`src/rtl/multicycle_controller.sv`:
```
// Control FSM for the multicycle RV32I core: one shared memory port, one shared ALU.
// Define MCCTRL_ILLEGAL_TRAP_EN to trap unsupported opcodes in a TRAP state instead of treating them as NOPs.
module multicycle_controller (
    input  logic       clk,
    input  logic       reset,
    input  logic [6:0] op,
    input  logic [2:0] funct3,
    input  logic       funct7b5,
    input  logic       Zero,
    input  logic       MemReady,
    output logic       MemReq,
    output logic       AdrSrc,
    output logic       IRWrite,
    output logic       PCWrite,
    output logic       MemWrite,
    output logic       RegWrite,
    output logic [1:0] ResultSrc,
    output logic [1:0] ALUSrcA,
    output logic [1:0] ALUSrcB,
    output logic [1:0] ImmSrc,
    output logic [2:0] ALUControl,
    output logic       Illegal
);

    typedef enum logic [3:0] {
        FETCH   = 4'd0,
        DECODE  = 4'd1,
        MEMADR  = 4'd2,
        MEMREAD = 4'd3,
        MEMWB   = 4'd4,
        MEMWR   = 4'd5,
        EXECR   = 4'd6,
        EXECI   = 4'd7,
        ALUWB   = 4'd8,
        BEQ     = 4'd9,
`ifdef MCCTRL_ILLEGAL_TRAP_EN
        JAL     = 4'd10,
        TRAP    = 4'd11
`else
        JAL     = 4'd10
`endif
    } state_t;

    state_t     state;
    logic       pc_update, branch;
    logic [1:0] alu_op;
    logic       mem_req_s, ir_write_s, mem_write_s, reg_write_s;

    // Memory handshake: MemReq is held with a stable address (and data/MemWrite for
    // stores) until the cycle MemReady is 1; that cycle completes the access.
    always_ff @(posedge clk) begin
        if (reset) begin
            state <= FETCH;
        end else begin
            case (state)
                FETCH:   if (MemReady) state <= DECODE;
                DECODE: begin
                    case (op)
                        7'b0000011, 7'b0100011: state <= MEMADR;
                        7'b0110011:             state <= EXECR;
                        7'b0010011:             state <= EXECI;
                        7'b1100011:             state <= BEQ;
                        7'b1101111:             state <= JAL;
`ifdef MCCTRL_ILLEGAL_TRAP_EN
                        default:                state <= TRAP;
`else
                        default:                state <= FETCH;
`endif
                    endcase
                end
                MEMADR:  state <= op[5] ? MEMWR : MEMREAD;
                MEMREAD: if (MemReady) state <= MEMWB;
                MEMWB:   state <= FETCH;
                MEMWR:   if (MemReady) state <= FETCH;
                EXECR:   state <= ALUWB;
                EXECI:   state <= ALUWB;
                ALUWB:   state <= FETCH;
                BEQ:     state <= FETCH;
                JAL:     state <= ALUWB;
`ifdef MCCTRL_ILLEGAL_TRAP_EN
                TRAP:    state <= TRAP;
`endif
                default: state <= FETCH;
            endcase
        end
    end

    always_comb begin
        mem_req_s   = 1'b0;
        ir_write_s  = 1'b0;
        mem_write_s = 1'b0;
        reg_write_s = 1'b0;
        pc_update   = 1'b0;
        branch      = 1'b0;
        alu_op      = 2'b00;
        AdrSrc      = 1'b0;
        ResultSrc   = 2'b00;
        ALUSrcA     = 2'b00;
        ALUSrcB     = 2'b00;
        case (state)
            FETCH: begin
                mem_req_s  = 1'b1;
                ALUSrcB    = 2'b10;
                ResultSrc  = 2'b10;
                ir_write_s = MemReady;
                pc_update  = MemReady;
            end
            DECODE: begin
                ALUSrcA = 2'b01;
                ALUSrcB = 2'b01;
            end
            MEMADR: begin
                ALUSrcA = 2'b10;
                ALUSrcB = 2'b01;
            end
            MEMREAD: begin
                mem_req_s = 1'b1;
                AdrSrc    = 1'b1;
            end
            MEMWB: begin
                ResultSrc   = 2'b01;
                reg_write_s = 1'b1;
            end
            MEMWR: begin
                mem_req_s   = 1'b1;
                mem_write_s = 1'b1;
                AdrSrc      = 1'b1;
            end
            EXECR: begin
                ALUSrcA = 2'b10;
                alu_op  = 2'b10;
            end
            EXECI: begin
                ALUSrcA = 2'b10;
                ALUSrcB = 2'b01;
                alu_op  = 2'b10;
            end
            ALUWB:   reg_write_s = 1'b1;
            BEQ: begin
                ALUSrcA = 2'b10;
                alu_op  = 2'b01;
                branch  = 1'b1;
            end
            JAL: begin
                ALUSrcA   = 2'b01;
                ALUSrcB   = 2'b10;
                pc_update = 1'b1;
            end
            default: ;
        endcase
    end

    always_comb begin
        case (op)
            7'b0100011: ImmSrc = 2'b01;
            7'b1100011: ImmSrc = 2'b10;
            7'b1101111: ImmSrc = 2'b11;
            default:    ImmSrc = 2'b00;
        endcase
    end

    always_comb begin
        case (alu_op)
            2'b01:   ALUControl = 3'b001;
            2'b10: begin
                case (funct3)
                    // Only R-type (op[5]=1) can subtract; addi ignores instr[30].
                    3'b000:  ALUControl = (funct7b5 & op[5]) ? 3'b001 : 3'b000;
                    3'b010:  ALUControl = 3'b101;
                    3'b110:  ALUControl = 3'b011;
                    3'b111:  ALUControl = 3'b010;
                    default: ALUControl = 3'b000;
                endcase
            end
            default: ALUControl = 3'b000;
        endcase
    end

    // Reset masks every side effect, even if the state register holds a mid-instruction value.
    assign MemReq   = mem_req_s & ~reset;
    assign IRWrite  = ir_write_s & ~reset;
    assign MemWrite = mem_write_s & ~reset;
    assign RegWrite = reg_write_s & ~reset;
    assign PCWrite  = (pc_update | (branch & Zero)) & ~reset;

`ifdef MCCTRL_ILLEGAL_TRAP_EN
    assign Illegal = (state == TRAP);
`else
    assign Illegal = 1'b0;
`endif

endmodule
```
`config.mk`:
```
export PLATFORM = sky130hd
export DESIGN_NAME = multicycle_controller
export DESIGN_NICKNAME = d
export VERILOG_FILES = /design/src/rtl/multicycle_controller.sv
export SDC_FILE = /design/constraint.sdc
export NUM_CORES = 1
export LEC_CHECK = 0
export BUFFER_PORTS_ARGS = -buffer_cell sky130_fd_sc_hd__clkbuf_2
export CAP_MARGIN = 20
export CORE_MARGIN = 3
export CORE_UTILIZATION = 47
export DETAILED_ROUTE_END_ITERATION = 16
export PLACE_DENSITY_LB_ADDON = 0.08
export SLEW_MARGIN = 10
export SYNTH_ARGS = -nofsm -noshare
export SYNTH_HDL_FRONTEND = slang
export SYNTH_SLANG_ARGS = --single-unit
```
`constraint.sdc`:
```
create_clock -name clk -period 2.8 [get_ports clk]
set_input_delay 0.28 -clock clk [delete_from_list [all_inputs] [get_ports clk]]
set_output_delay 0.28 -clock clk [all_outputs]
set_load 0.02 [all_outputs]
```
==> results.json <==
{
  "layout_setup_ws_ns": 0.506,
  "hpwl_mm": 1.28,
  "final_common_cell": "clkbuf_2",
  "grt_usage": 0.184,
  "internal_power_mw": 0.138,
  "final_cell_mix": "clkbuf_2 (31), nor2_1 (9), inv_1 (6)",
  "gp_congestion": 0.778,
  "syn_inst": 88,
  "detail_route.first_pass.iterations": 4,
  "rsz0062_at_grt": "false",
  "syn_nets": 105,
  "crit_fanout": 13,
  "core.rowCount": 12,
  "sw_frac_of_total": 0.332,
  "start_util": 0.529,
  "finalHoldViolations": 0,
  "synth.yosys.seq_area_share": 0.129,
  "cts_tree": "built",
  "p_leak_nw": 0.403,
  "grt_pass1_wl_mm": 2.64,
  "path_clk_slew_ns": 0.04,
  "layoutNonFillerInstCount": 131,
  "crit_arrival_ns": 2.01,
  "post-cts-setup-buffers": 0,
  "cts_resized": 0,
  "min_period_over_period": 0.819,
  "grt_max_degree": 17,
  "skew_ns": 0.00367,
  "clockBufferDepth": 2,
  "ir_worst_vdd_mv": 0.197,
  "wl_per_cell_um": 12.7,
  "power_frac_comb": 0.352,
  "cts_root_buf": "clkbuf_4",
  "grt_antenna_before_repair": 0,
  "top_regs": "state x4",
  "place_ws_ns": 0.762,
  "tns_ns": 0,
  "min_period_ns": 2.29,
  "cts_max_level": 1,
  "critical_path_class": "reg2out",
  "drt_iter0_drc": 12,
  "power_mw": 0.207,
  "cp-end-kind": "output port",
  "ys_ff_latch": 4,
  "syn_area_um2": 619,
  "largest_reg_flops": 4,
  "dp_cells": 128,
  "die_h_um": 42.3,
  "tightestPinTransition_ns": 0.569,
  "drive_gt1_frac": 0.368,
  "netSwitchingPower_mw": 0.0688,
  "viasPerCell": 5.37,
  "p_seq_frac": 0.310,
  "synthTopCellsByArea": "dfxtp_1 (13%), nor2_1 (5.5%), a21o_1 (4.8%)",
  "syn_to_final_growth_pct": 27.1,
  "powerDensity_mw_per_mm2": 263,
  "drc_errors": 0,
  "clk_latency_ns": 0.23,
  "routed_wl_mm": 1.66,
  "core-area_mm2": 0.00117,
  "worstSetupStartpointType": "register",
  "cts_hold_buffers": 0,
  "clock-sinks": 4,
  "diodes": 0,
  "hold_class": "in2reg",
  "drv_cap": 0,
  "power.share.clock": 0.339,
  "cts_buffers": 3,
  "cp.required_ns": 2.52,
  "synth_cell_types": 42,
  "setup_violations": 0,
  "grt_pass1_vias": 617,
  "largest_register": "state",
  "relSlewSlack": 0.620,
  "fin_nets": 136,
  "synth_top_area_share": 0.129,
  "yosys_warnings": 0,
  "finalMaxSlewViolations": 0,
  "io_pins": 33,
  "io_buffers": 31,
  "postRouteAntennaNets": 0,
  "vias": 704,
  "die_w_um": 42.3,
  "max_freq_mhz": 436,
  "synth.avg_cell_area_um2": 7.04,
  "dieArea_mm2": 0.00179,
  "grt-ovfl-total": 0,
  "yosys.area.top_type": "dfxtp_1",
  "outcome": "completed"
}
[power by group through the flow]
| stage | Clock, mW | Combinational (mW) | Sequential, mW |
|---|---|---|---|
| 2_1_floorplan | 0 | 0.0499 | 0.0612 |
| 3_3_place_gp | 0 | 0.0713 | 0.0647 |
| 3_5_place_dp | 0 | 0.0723 | 0.0648 |
| 4_1_cts | 0.0747 | 0.0727 | 0.0640 |
| 5_1_grt | 0.0772 | 0.0793 | 0.0649 |
| 6_report | 0.0701 | 0.0728 | 0.0641 |
[per-stage QoR]
step | utilization | hold WS [ns] | instance area [µm²]
floorplan | - | 0.397 | 619
global placement | 0.653 | 0.580 | 764
detailed placement | 0.653 | 0.590 | 764
CTS | 0.672 | 0.340 | 787
global route | 0.672 | 0.359 | 787
finish | 0.672 | 0.352 | 787
[layout make-up]
type / instances / area [µm²]
Clock buffer: 3 / 22.5
Fill cell: 111 / 384
Inverter: 6 / 22.5
Multi-Input combinational cell: 72 / 482
Sequential cell: 4 / 80.1
Tap cell: 14 / 17.5
Timing Repair Buffer: 32 / 163
[routing by layer]
| layer | vias to the layer above | wire length, µm | global-route usage |
|---|---|---|---|
| met2 | 19 | 854 | 0.319 |
| met1 | 309 | 728 | 0.221 |
| met3 | 2 | 74 | 0.0300 |
| li1 | 374 | - | - |
| met5 | - | 0 | 0 |
| met4 | 0 | 5 | 0.0745 |
[final timing paths]
kind,from,endpoint,slack [ns],cells after the start
hold reg to reg,state[0],state[0],0.84,3
setup reg to reg,state[3],state[2],1.28,4
setup / recovery,state[0],ALUControl[1],0.51,6
hold / removal,MemReady,state[0],0.35,2
[kinds of logic after synthesis]
logic type                 count (synthesis)  share of synthesized area
and+or+nand+nor                           45                      0.451
muxes                                      1                     0.0162
adders and majority gates                  2                     0.0404
buffers and inverters                     12                     0.0929
DFF                                        4                      0.129
AOI/OAI and AO/OA                         21                      0.236
other                                      1                    0.00605
xor gates and xnor gates                   2                     0.0283
[synth_stat cells, drive strengths merged]
library cell,count
nand2b,2
nor2b,5
nor2,9
and3b,1
or3,2
a32oi,1
nand4,1
dfxtp,4
o21ai,4
nor4,4
and2b,1
o22ai,1
nor4b,1
or2,2
conb,1
and2,1
a31oi,1
nand3b,1
a31o,1
ha,2
a32o,1
mux2i,1
nor3,6
inv,6
a21o,4
nor3b,3
a211oi,1
nand4bb,1
xnor2,2
a21boi,1
buf,6
o32ai,1
a21oi,4
nand2,5
o21bai,1
[critical path, cell delays in order (launching register included)]
cell	delay [ns]
dfxtp_1	0.60
nor2b_2	0.33
nand3b_1	0.15
inv_1	0.09
ha_1	0.23
nor3_1	0.18
clkbuf_2	0.20
No activity file was read; power rests on OpenSTA's default activity.
